## src/rtl/com_divide_scheduler_pkg.sv

```systemverilog
// Shared types and bounds for the centre-of-mass divide scheduler.
// Imported by the interface, the clamp and the scheduler top.
package com_divide_scheduler_pkg;

  localparam int TOT_W  = 35;
  localparam int MASS_W = 26;
  localparam int CEN_W  = 10;
  localparam int CNT_W  = 8;

  localparam int DEF_DIV_LATENCY = 4;
  localparam int DEF_MIN_MASS    = 64;
  localparam int DEF_X_MAX       = 639;
  localparam int DEF_Y_MAX       = 479;

  typedef enum logic [2:0] {
    S_IDLE,
    S_ISSUE_X,
    S_WAIT_X,
    S_ISSUE_Y,
    S_WAIT_Y
  } state_e;

  function automatic logic [CEN_W-1:0] mid_of(int bound);
    return CEN_W'(bound / 2);
  endfunction

endpackage

```

## src/rtl/com_divide_scheduler_if.sv

```systemverilog
// Bus to the shared fixed-latency divider.
// master = scheduler side, slave = divider side.
interface com_divide_scheduler_if;
  import com_divide_scheduler_pkg::*;

  logic              div_rfd;
  logic              div_nd;
  logic [TOT_W-1:0]  div_dividend;
  logic [MASS_W-1:0] div_divisor;
  logic [TOT_W-1:0]  div_quotient;

  modport master (
    input  div_rfd,
    input  div_quotient,
    output div_nd,
    output div_dividend,
    output div_divisor
  );

  modport slave (
    output div_rfd,
    output div_quotient,
    input  div_nd,
    input  div_dividend,
    input  div_divisor
  );

endinterface

```

## src/rtl/com_divide_scheduler_clamp.sv

```systemverilog
// Saturates a full-width quotient to a 10-bit screen coordinate.
// Compares on all quotient bits so large values never wrap.
module com_clamp
  import com_divide_scheduler_pkg::*;
(
  input  logic [TOT_W-1:0] q_i,
  input  logic [CEN_W-1:0] bound_i,
  output logic [CEN_W-1:0] val_o
);

  logic over;

  assign over  = q_i > TOT_W'(bound_i);
  assign val_o = over ? bound_i : q_i[CEN_W-1:0];

endmodule

```

## src/rtl/com_divide_scheduler.sv

```systemverilog
// Time-multiplexes the X and Y centre divisions through one divider
// and publishes both clamped centres together once per frame.
module com_divide_scheduler
  import com_divide_scheduler_pkg::*;
#(
  parameter int DIV_LATENCY = DEF_DIV_LATENCY,
  parameter int MIN_MASS    = DEF_MIN_MASS,
  parameter int X_MAX       = DEF_X_MAX,
  parameter int Y_MAX       = DEF_Y_MAX
) (
  input  logic                 clk,
  input  logic                 reset,
  input  logic                 frame_done,
  input  logic [TOT_W-1:0]     x_total,
  input  logic [TOT_W-1:0]     y_total,
  input  logic [MASS_W-1:0]    mass_total,
  com_divide_scheduler_if.master div,
  output logic [CEN_W-1:0]     x_center,
  output logic [CEN_W-1:0]     y_center,
  output logic                 center_valid,
  output logic                 target_lost,
  output logic                 busy,
  output logic                 overrun
);

  localparam logic [CNT_W-1:0] CNT_LOAD = CNT_W'(DIV_LATENCY - 1);
  localparam logic [CEN_W-1:0] XB = CEN_W'(X_MAX);
  localparam logic [CEN_W-1:0] YB = CEN_W'(Y_MAX);

  state_e            state_q, state_d;
  logic [CNT_W-1:0]  cnt_q, cnt_d;
  logic [TOT_W-1:0]  xt_q, xt_d;
  logic [TOT_W-1:0]  yt_q, yt_d;
  logic [MASS_W-1:0] m_q, m_d;
  logic [CEN_W-1:0]  xh_q, xh_d;
  logic [CEN_W-1:0]  xc_q, xc_d;
  logic [CEN_W-1:0]  yc_q, yc_d;
  logic              cv_q, cv_d;
  logic              tl_q, tl_d;
  logic              ov_q, ov_d;

  logic              nd;
  logic [TOT_W-1:0]  dividend;
  logic [MASS_W-1:0] divisor;
  logic [CEN_W-1:0]  x_cl;
  logic [CEN_W-1:0]  y_cl;
  logic              light;

  com_clamp u_clamp_x (
    .q_i     (div.div_quotient),
    .bound_i (XB),
    .val_o   (x_cl)
  );

  com_clamp u_clamp_y (
    .q_i     (div.div_quotient),
    .bound_i (YB),
    .val_o   (y_cl)
  );

  assign light = mass_total < MASS_W'(MIN_MASS);

  always_comb begin
    state_d  = state_q;
    cnt_d    = cnt_q;
    xt_d     = xt_q;
    yt_d     = yt_q;
    m_d      = m_q;
    xh_d     = xh_q;
    xc_d     = xc_q;
    yc_d     = yc_q;
    cv_d     = 1'b0;
    tl_d     = tl_q;
    // a frame arriving outside IDLE is dropped, never queued
    ov_d     = ov_q | (frame_done & (state_q != S_IDLE));
    nd       = 1'b0;
    dividend = '0;
    divisor  = MASS_W'(1);
    unique case (state_q)
      S_IDLE: begin
        if (frame_done) begin
          xt_d = x_total;
          yt_d = y_total;
          m_d  = mass_total;
          if (light) begin
            tl_d = 1'b1;
            cv_d = 1'b1;
          end else begin
            tl_d    = 1'b0;
            state_d = S_ISSUE_X;
          end
        end
      end
      S_ISSUE_X: begin
        dividend = xt_q;
        divisor  = m_q;
        nd       = div.div_rfd;
        if (div.div_rfd) begin
          cnt_d   = CNT_LOAD;
          state_d = S_WAIT_X;
        end
      end
      S_WAIT_X: begin
        if (cnt_q == '0) begin
          xh_d    = x_cl;
          state_d = S_ISSUE_Y;
        end else begin
          cnt_d = cnt_q - CNT_W'(1);
        end
      end
      S_ISSUE_Y: begin
        dividend = yt_q;
        divisor  = m_q;
        nd       = div.div_rfd;
        if (div.div_rfd) begin
          cnt_d   = CNT_LOAD;
          state_d = S_WAIT_Y;
        end
      end
      S_WAIT_Y: begin
        if (cnt_q == '0) begin
          xc_d    = xh_q;
          yc_d    = y_cl;
          cv_d    = 1'b1;
          state_d = S_IDLE;
        end else begin
          cnt_d = cnt_q - CNT_W'(1);
        end
      end
      default: state_d = S_IDLE;
    endcase
  end

  always_ff @(posedge clk) begin
    if (reset) begin
      state_q <= S_IDLE;
      cnt_q   <= '0;
      xt_q    <= '0;
      yt_q    <= '0;
      m_q     <= '0;
      xh_q    <= '0;
      xc_q    <= mid_of(X_MAX);
      yc_q    <= mid_of(Y_MAX);
      cv_q    <= 1'b0;
      tl_q    <= 1'b0;
      ov_q    <= 1'b0;
    end else begin
      state_q <= state_d;
      cnt_q   <= cnt_d;
      xt_q    <= xt_d;
      yt_q    <= yt_d;
      m_q     <= m_d;
      xh_q    <= xh_d;
      xc_q    <= xc_d;
      yc_q    <= yc_d;
      cv_q    <= cv_d;
      tl_q    <= tl_d;
      ov_q    <= ov_d;
    end
  end

  assign div.div_nd       = nd;
  assign div.div_dividend = dividend;
  assign div.div_divisor  = divisor;

  assign x_center     = xc_q;
  assign y_center     = yc_q;
  assign center_valid = cv_q;
  assign target_lost  = tl_q;
  assign busy         = state_q != S_IDLE;
  assign overrun      = ov_q;

endmodule

```

## src/flat_wrapper.sv

```systemverilog
// flat-port wrapper written by rule: the top's interface ports become plain ports
module com_divide_scheduler_flat import com_divide_scheduler_pkg::*;
#(
  parameter int DIV_LATENCY = DEF_DIV_LATENCY,
  parameter int MIN_MASS    = DEF_MIN_MASS,
  parameter int X_MAX       = DEF_X_MAX,
  parameter int Y_MAX       = DEF_Y_MAX
)
  (clk, reset, frame_done, x_total, y_total, mass_total, x_center, y_center, center_valid, target_lost, busy, overrun, div_div_rfd, div_div_quotient, div_div_nd, div_div_dividend, div_div_divisor);
  com_divide_scheduler_if div_i ();
  input  logic clk;
  input  logic reset;
  input  logic frame_done;
  input  logic [TOT_W-1:0] x_total;
  input  logic [TOT_W-1:0] y_total;
  input  logic [MASS_W-1:0] mass_total;
  output logic [CEN_W-1:0] x_center;
  output logic [CEN_W-1:0] y_center;
  output logic center_valid;
  output logic target_lost;
  output logic busy;
  output logic overrun;
  input wire logic [$bits(div_i.div_rfd)-1:0] div_div_rfd;
  input wire logic [$bits(div_i.div_quotient)-1:0] div_div_quotient;
  output wire logic [$bits(div_i.div_nd)-1:0] div_div_nd;
  output wire logic [$bits(div_i.div_dividend)-1:0] div_div_dividend;
  output wire logic [$bits(div_i.div_divisor)-1:0] div_div_divisor;
  assign div_i.div_rfd = div_div_rfd;
  assign div_i.div_quotient = div_div_quotient;
  assign div_div_nd = div_i.div_nd;
  assign div_div_dividend = div_i.div_dividend;
  assign div_div_divisor = div_i.div_divisor;
  com_divide_scheduler #(.DIV_LATENCY(DIV_LATENCY), .MIN_MASS(MIN_MASS), .X_MAX(X_MAX), .Y_MAX(Y_MAX)) u_core (.clk(clk), .reset(reset), .frame_done(frame_done), .x_total(x_total), .y_total(y_total), .mass_total(mass_total), .div(div_i), .x_center(x_center), .y_center(y_center), .center_valid(center_valid), .target_lost(target_lost), .busy(busy), .overrun(overrun));
endmodule
```

## config.mk

```make
export PLATFORM = sky130hd
export DESIGN_NAME = com_divide_scheduler_flat
export DESIGN_NICKNAME = d
export VERILOG_FILES = /design/src/rtl/com_divide_scheduler_pkg.sv /design/src/rtl/com_divide_scheduler_if.sv /design/src/rtl/com_divide_scheduler_clamp.sv /design/src/rtl/com_divide_scheduler.sv /design/src/flat_wrapper.sv
export SDC_FILE = /design/constraint.sdc
export NUM_CORES = 1
export LEC_CHECK = 0
export ABC_CLOCK_PERIOD_IN_PS = 2400
export CORE_MARGIN = 2
export CORE_UTILIZATION = 45
export DETAILED_ROUTE_END_ITERATION = 10
export GPL_TIMING_DRIVEN = 0
export PLACE_DENSITY = 0.81
export SYNTH_ARGS = -nofsm -noshare
export SYNTH_HDL_FRONTEND = slang
export SYNTH_SLANG_ARGS = --single-unit
```

## constraint.sdc

```tcl
create_clock -name clk -period 2.4 [get_ports clk]
set_input_delay 0.6 -clock clk [delete_from_list [all_inputs] [get_ports clk]]
set_output_delay 0.6 -clock clk [all_outputs]
set_load 0.005 [all_outputs]
```

==> results of run 1 <==
-- sequential cells by signal, indices dropped and copies added, names as in the netlist --
| name | count |
|---|---|
| u_core.m_q | 26 |
| u_core.xt_q | 35 |
| u_core.overrun | 1 |
| u_core.state_q | 3 |
| u_core.yt_q | 35 |
| u_core.xh_q | 10 |
| u_core.target_lost | 1 |
| u_core.y_center | 10 |
| u_core.center_valid | 1 |
| u_core.cnt_q | 8 |
| u_core.x_center | 10 |
-- routing by layer --
metal	track usage [%]	vias up
met5	0	-
met4	6.03	0
met3	7.95	25
met2	44.6	248
met1	32.5	2958
li1	-	3090
-- cells by family (layout without fill, tap and decap cells) --
logic type	Yosys count	count (layout)	synth area share, %
muxes	41	41	6.90
adders and majority gates	1	1	0.210
and+or+nand+nor	374	374	27.8
DFF	140	140	47.1
AOI/OAI and AO/OA	140	140	13.1
xor gates and xnor gates	2	2	0.294
buffers and inverters	67	342	4.56
-- worst reg2reg max path, delay by kind of cell (launching register included) --
kind,cells,cell delay [ns]
AND/OR/NAND/NOR,3,0.43
flip-flops,1,0.35
AO/OA/AOI/OAI,1,0.17
buffers and inverters,4,1.24
-- worst max-delay path by stage --
stage          slack, ns         startpoint             endpoint  depth (start not counted)
2_1_floorplan       0.58  u_core.state_q[1]  div_div_dividend[0]                          5
3_3_place_gp       -0.45        div_div_rfd           div_div_nd                          5
3_5_place_dp       -0.44        div_div_rfd           div_div_nd                          5
4_1_cts            -0.13  u_core.state_q[0]   div_div_divisor[1]                          5
5_1_grt           -0.003  u_core.state_q[2]   div_div_divisor[9]                          4
6_report            0.03  u_core.state_q[1]  div_div_dividend[4]                          7
-- synth_stat cells, types with 5 or more instances --
master	count
nor2_1	54
buf_2	16
clkbuf_1	38
inv_1	12
nand4_1	5
o21ai_0	5
nand2_1	224
a21oi_1	110
mux2i_1	41
a211oi_1	9
or3_1	5
nand3_1	9
and2_1	26
dfxtp_1	140
nor4_1	11
nor3_1	26
-- through the flow --
| step | total power, mW | cells | setup TNS (ns) |
|---|---|---|---|
| 6_report | 7.25 | 1216 | 0 |
| 5_1_grt | 7.53 | 1216 | -0.00485 |
| 4_1_cts | 7.17 | 1206 | -1.18 |
| 3_5_place_dp | 4.15 | 1160 | -19.48 |
| 3_3_place_gp | 4.12 | 1160 | -18.29 |
| 2_1_floorplan | 3.50 | 765 | 0 |
-- cells in the final DEF (no fill, tap or decap), types with 24 or more instances in the layout --
cell	count
dfxtp_1	137
clkbuf_1	33
a21oi_1	110
clkdlybuf4s50_1	157
and2_1	24
dlygate4sd2_1	40
nor3_1	25
nor2_1	44
nand2_1	223
mux2i_1	35
-- report_power, final --
part	switching [mW]	leakage, nW	internal, mW
Clock	0.990	0.306	1.86
Combinational	0.869	2.50	0.849
Sequential	0.133	1.15	2.54
-- final cells by class --
type	count	area share, %
clock buffers	20	4.70
plain buffers	52	3.66
multi-input cells	558	31.4
clock inverters	11	2.03
inverters	12	0.474
well taps	176	2.32
flip-flops and latches	140	29.6
repair buffers	247	25.8
-- repair_timing --
action,in CTS,in global routing
gates cloned,3,0
gates resized for setup,128,30
pin swaps,3,1
buffers inserted,14,13
endpoints found under the setup margin,62,26
==> impl_results.md, run 1 <==
* Status: complete, no violations
* Longest individual stage delay on the worst path at approximately 0.32 ns
* Number of buffers and inverters on the critical path at 5
* Syn Inst Count at 765
* Worst-case clock buffer depth at 2
* Maximum resistive drop on vdd at slightly below 0.0005 V
* Launch point of the worst hold path: u_core.m_q[18]
* Clock Sink Count at 140
* Average wire per standard cell at 15.8 um
* Count of routing violations after the opening detailed-route iteration at slightly above 500
* Final RePlAce weighted congestion at 0.902
* Min-Delay Endpoint: u_core.m_q[18]
* Worst r2r path cells at 8
* Filler Cells Inserted at between 1000 and 1500
* H-Tree Level Count at 4
* Ranking of synthesized cells by area: dfxtp_1 47%, nand2_1 14%, a21oi_1 9.2%
* Maximum capacitance violations at 0
* Critical path type: flop to output pin
* Worst hold slack across all endpoints at about 0.45 ns
* FF-to-FF setup slack at 0.14 ns
* Die Footprint at approximately 14000 um2
* Fraction of final layout cells sized beyond drive strength 1 at between 10% and 20%
* Final #Nets at roughly 1200
* End-of-flow core utilization at 72.6%
* Gr ovfl total at 0
* Worst-path cell chain: buf_6, buf_12, buf_12, buf_12, mux2i_1, nor2_1, dlygate4sd2_1
* Number of clock buffers inserted by TritonCTS at 17
* Number of input and output port buffers inserted at between 200 and 250
* # IOs at 221
* Clk_skew at ~0.0083 ns
* Routed met2 length at ~9400 um
* Met1 Wirelength at about 8100 um
* Fin worst setup slack at 0.0267 ns
* Cell family with most CP delay: buffers and inverters
* Root buf cell: clkbuf_16
* Sort of element at the end of the critical path: output pin
* Area fraction of the dominant cell type after synthesis at about 47%
* First-pass iteration count of the detailed router at 5
* Synthesis-stage register bit count at 140
* Via-per-instance ratio at 5.20
* Pin count of the biggest net entering global routing at 17
* Slowest library cell on the worst path: dfxtp_2
* Average cell area after synthesis at between 7 and 8 um2
* R2r startpoint: u_core.state_q[0]
* Total power divided by cell area at ~760 nW/um2
* Remaining design rule violation count at 0
* Post-synthesis async set-or-reset flop share at 0%
* Final period utilization at a little over nine tenths
* Hold buffer count at cts at 0
* Worst reg2reg endpoint: u_core.m_q[1]
* Count of pins over their slew limit at 0
* Number of library cell types mapped by synthesis at 43
* Initial Util at 45.5%
* Row count at 42
* Initial antenna violation count at 0
* Multi-input combinational cell area at 2990 um2
* Clock tree from TritonCTS: yes
* Timing-limited maximum frequency at around 420 MHz
* # diodes at 0
* Fraction of the yosys area taken by sequential cells at 47.1%
* Synthesis Warnings at 0
* Final critical-path required period at 2.37 ns
* Met3 routed wirelength at 1470 um
* Register clock-pin slew on the reported worst setup and hold paths at ~0.06 ns
* CP Data Required Time at 1.80 ns
* Number of routed nets with antenna violations at 0
* Final-report hold violation count at 0
* Tightest Hold Check Type: flop to flop
* Most repeated library cell on the critical path: buf_12
* Cell type with the highest aggregate area in the netlist: dfxtp_1
* Leak pwr at 3.96 nW
* Global-route usage over all layers at about a quarter
* Core Region at 13100 um2
* Number of global-route vias before repair at roughly 6000
* Maximum fanout count along the critical path at 5
* EDFF count, synth at 0
* Worst Max-Slew Pin Slew at 0.711 ns
* Cell area after synthesis at between 5000 and 6000 um2
* Worst slack, placed at -0.439 ns
* Final cell area excluding filler cells at roughly 9500 um2
* Hpwl dp at about 13000 um
* Wire length of the first global-routing pass at about 30000 um
* Clk_lat worst skew at roughly 0.42 ns
* Highest routed metal layer: met4
* Arrival time at the worst endpoint at roughly 1.8 ns
* Post-synth top flop: dfxtp_1
* Critical path launch point type: flop
* Endpoints failing setup at 0
* Instance area at placement at about 8400 um2
* X dimension of the die at 119 um
* Synthesized netlist net count at 901
* Height of the chip at ~120 um
* Final Routed Wirelength at ~19000 um
* Cell count of the worst hold path at 2
* Total vias in the final route at between 6000 and 7000
* Register Area at roughly 2800 um2
* Relative max-transition margin at a little over half
* Synth-to-Final Area Change at 59.6%
No activity file was read; power rests on OpenSTA's default activity.
==> run 2, diff against run 1 <==
--- a/config.mk
+++ b/config.mk
@@ -6,6 +6,7 @@
 export NUM_CORES = 1
 export LEC_CHECK = 0
 export ABC_CLOCK_PERIOD_IN_PS = 2400
+export CORE_ASPECT_RATIO = 1.5
 export CORE_MARGIN = 2
 export CORE_UTILIZATION = 45
 export DETAILED_ROUTE_END_ITERATION = 10
==> run 2 against run 1 <==
- first-iteration DRC count fell by 51%
- combinational power fell by 4%
- setup slack improved by 0.0098 ns
- highest routed layer unchanged
- die area rose by 0.13%
- clock skew rose by 0.00088 ns
==> impl_results.md, run 2 (synthesis gave the netlist of run 1 again) <==
* Root buf cell: clkbuf_16
* Fraction of final layout cells sized beyond drive strength 1 at around 10%
* Height of the chip at about 140 um
* Number of routed nets with antenna violations at 0
* Final critical-path required period at 2.36 ns
* Synth-to-Final Area Change at 56.2%
* # IOs at 221
* Total power draw at just under 7 mW
* Core Region at roughly 13000 um2
* Count of routing violations after the opening detailed-route iteration at roughly 250
* X dimension of the die at around 98 um
* Largest registers in the final layout: u_core.xt_q: 35 flops, u_core.yt_q: 35 flops, u_core.m_q: 26 flops
* Initial Util at 45.9%
* Worst slack, placed at -0.520 ns
* Total vias in the final route at between 6000 and 7000
* Final period utilization at 98.5%
* Average wire per standard cell at 15.8 um
* Min-Delay Endpoint: u_core.m_q[18]
* Leak pwr at roughly 3.8 nW
* Most used cells in the layout excluding fill and tap cells: 223 x nand2_1, 156 x clkdlybuf4s50_1, 138 x dfxtp_1, 110 x a21oi_1, 54 x dlygate4sd2_1
* Register clock-pin slew on the reported worst setup and hold paths at roughly 0.060 ns
* Final RePlAce weighted congestion at between 0.8 and 0.9
* Launch point of the worst hold path: u_core.m_q[18]
* Status: complete, no violations
* Wire length of the first global-routing pass at approximately 29000 um
* Row count at between 50 and 60
* Maximum capacitance violations at 0
* Total power divided by cell area at between 700 and 800 nW/um2
* Placed cell count at roughly 1100
* Clk_lat worst skew at approximately 0.42 ns
* Post-layout instance count excluding filler cells at approximately 1200
* Pin count of the biggest net entering global routing at 17
* Count of pins over their slew limit at 0
* Clock Sink Count at between 100 and 150
* Instance area at placement at roughly 8300 um2
* Fin worst setup slack at roughly 0.036 ns
* Initial antenna violation count at 0
* Critical path launch point type: flop
* Number of global-route vias before repair at ~6000
* Final #Nets at ~1200
* Timing-limited maximum frequency at ~420 MHz
* Cell count of the worst hold path at 2
* Relative max-transition margin at a little under three fifths
* Hpwl dp at ~13000 um
* Worst hold slack across all endpoints at 0.450 ns
* Number of clock buffers inserted by TritonCTS at 17
* First-pass iteration count of the detailed router at 4
* Worst Max-Slew Pin Slew at about 0.65 ns
* Maximum resistive drop on vdd at 0.000541 V
* Tightest Hold Check Type: flop to flop
* Final Routed Wirelength at about 19000 um
* End-of-flow core utilization at between 70% and 80%
* Maximum fanout count along the critical path at 7
* Remaining design rule violation count at 0
* Clock tree from TritonCTS: yes
* Endpoints failing setup at 0
* Critical path type: flop to output pin
* # diodes at 0
* Gr ovfl total at 0
* Hold buffer count at cts at 0
* Via-per-instance ratio at 5.18
* Setup repair after global routing missed its margin: true
* Most common cell after layout, fill and taps aside: nand2_1
* Final cell area excluding filler cells at ~9300 um2
* Worst reg2reg endpoint: u_core.xh_q[2]
* Worst-case clock buffer depth at 2
* Sort of element at the end of the critical path: output pin
* Clk_skew at ~0.0092 ns
* Die Footprint at roughly 14000 um2
* Global-route usage over all layers at between 20 and 30%
* FF-to-FF setup slack at around 0.2 ns
* H-Tree Level Count at 4
* Arrival time at the worst endpoint at approximately 1.8 ns
* Setup TNS at 0 ns
* Number of input and output port buffers inserted at around 220
* R2r startpoint: u_core.cnt_q[0]
* Final-report hold violation count at 0
* Worst r2r path cells at 6
* CP Data Required Time at about 1.8 ns
## run 2: changes by cell type in the layout (fill, tap and decap cells not counted), moves of 4 or more
| cell | before | now |
|---|---|---|
| dlymetal6s2s_1 | 13 | 5 |
| clkinvlp_4 | 2 | 6 |
| dlygate4sd2_1 | 40 | 54 |
| buf_4 | 20 | 15 |
| clkdlybuf4s15_1 | 4 | 0 |
| mux2i_2 | 4 | 0 |
## run 2: power by group
group / switching, mW / internal, mW
logic: 0.841 / 0.813
registers: 0.131 / 2.54
clock network: 1.02 / 1.59
## run 2: area by class of cell
cell class / count / area [um2]
fillers: 1062 / 3660
multi-input cells: 558 / 2960
flip-flops and latches: 140 / 2810
repair buffers: 238 / 2320
clock buffers: 20 / 457
plain buffers: 53 / 375
well taps: 159 / 199
clock inverters: 12 / 136
inverters: 12 / 45.0
## run 2: how the worst max path moves through the flow
stage	start	end	slack (ns)	cells after the start
after floorplan	u_core.state_q[1]	div_div_dividend[0]	0.58	5
after global placement	u_core.state_q[0]	div_div_nd	-0.48	6
after detailed placement	u_core.state_q[0]	div_div_nd	-0.52	6
after CTS	div_div_rfd	div_div_nd	-0.16	5
after global routing	u_core.state_q[0]	div_div_dividend[19]	-0.01	7
final	u_core.state_q[0]	div_div_dividend[19]	0.04	7
## run 2: metal layers
metal | track usage (%) | routed length (um) | vias to the layer above
met2 | 47.2 | 10000 | 224
met3 | 6.24 | 1130 | 39
met5 | 0 | 0 | -
met1 | 27.8 | 7180 | 2834
li1 | - | - | 3074
met4 | 11.3 | 506 | 0
## run 2: repair_timing
action / in CTS / in global routing
gates cloned: 0 / 2
setup buffers: 10 / 7
endpoints found under the setup margin: 62 / 13
gates resized for setup: 112 / 22
## run 2: worst max-delay path, cell delays in order (launching register included)
cell	delay [ns]
dfxtp_2	0.32
buf_6	0.10
buf_4	0.11
nand2b_4	0.11
clkbuf_16	0.18
buf_4	0.16
nor2_2	0.12
dlygate4sd2_1	0.24
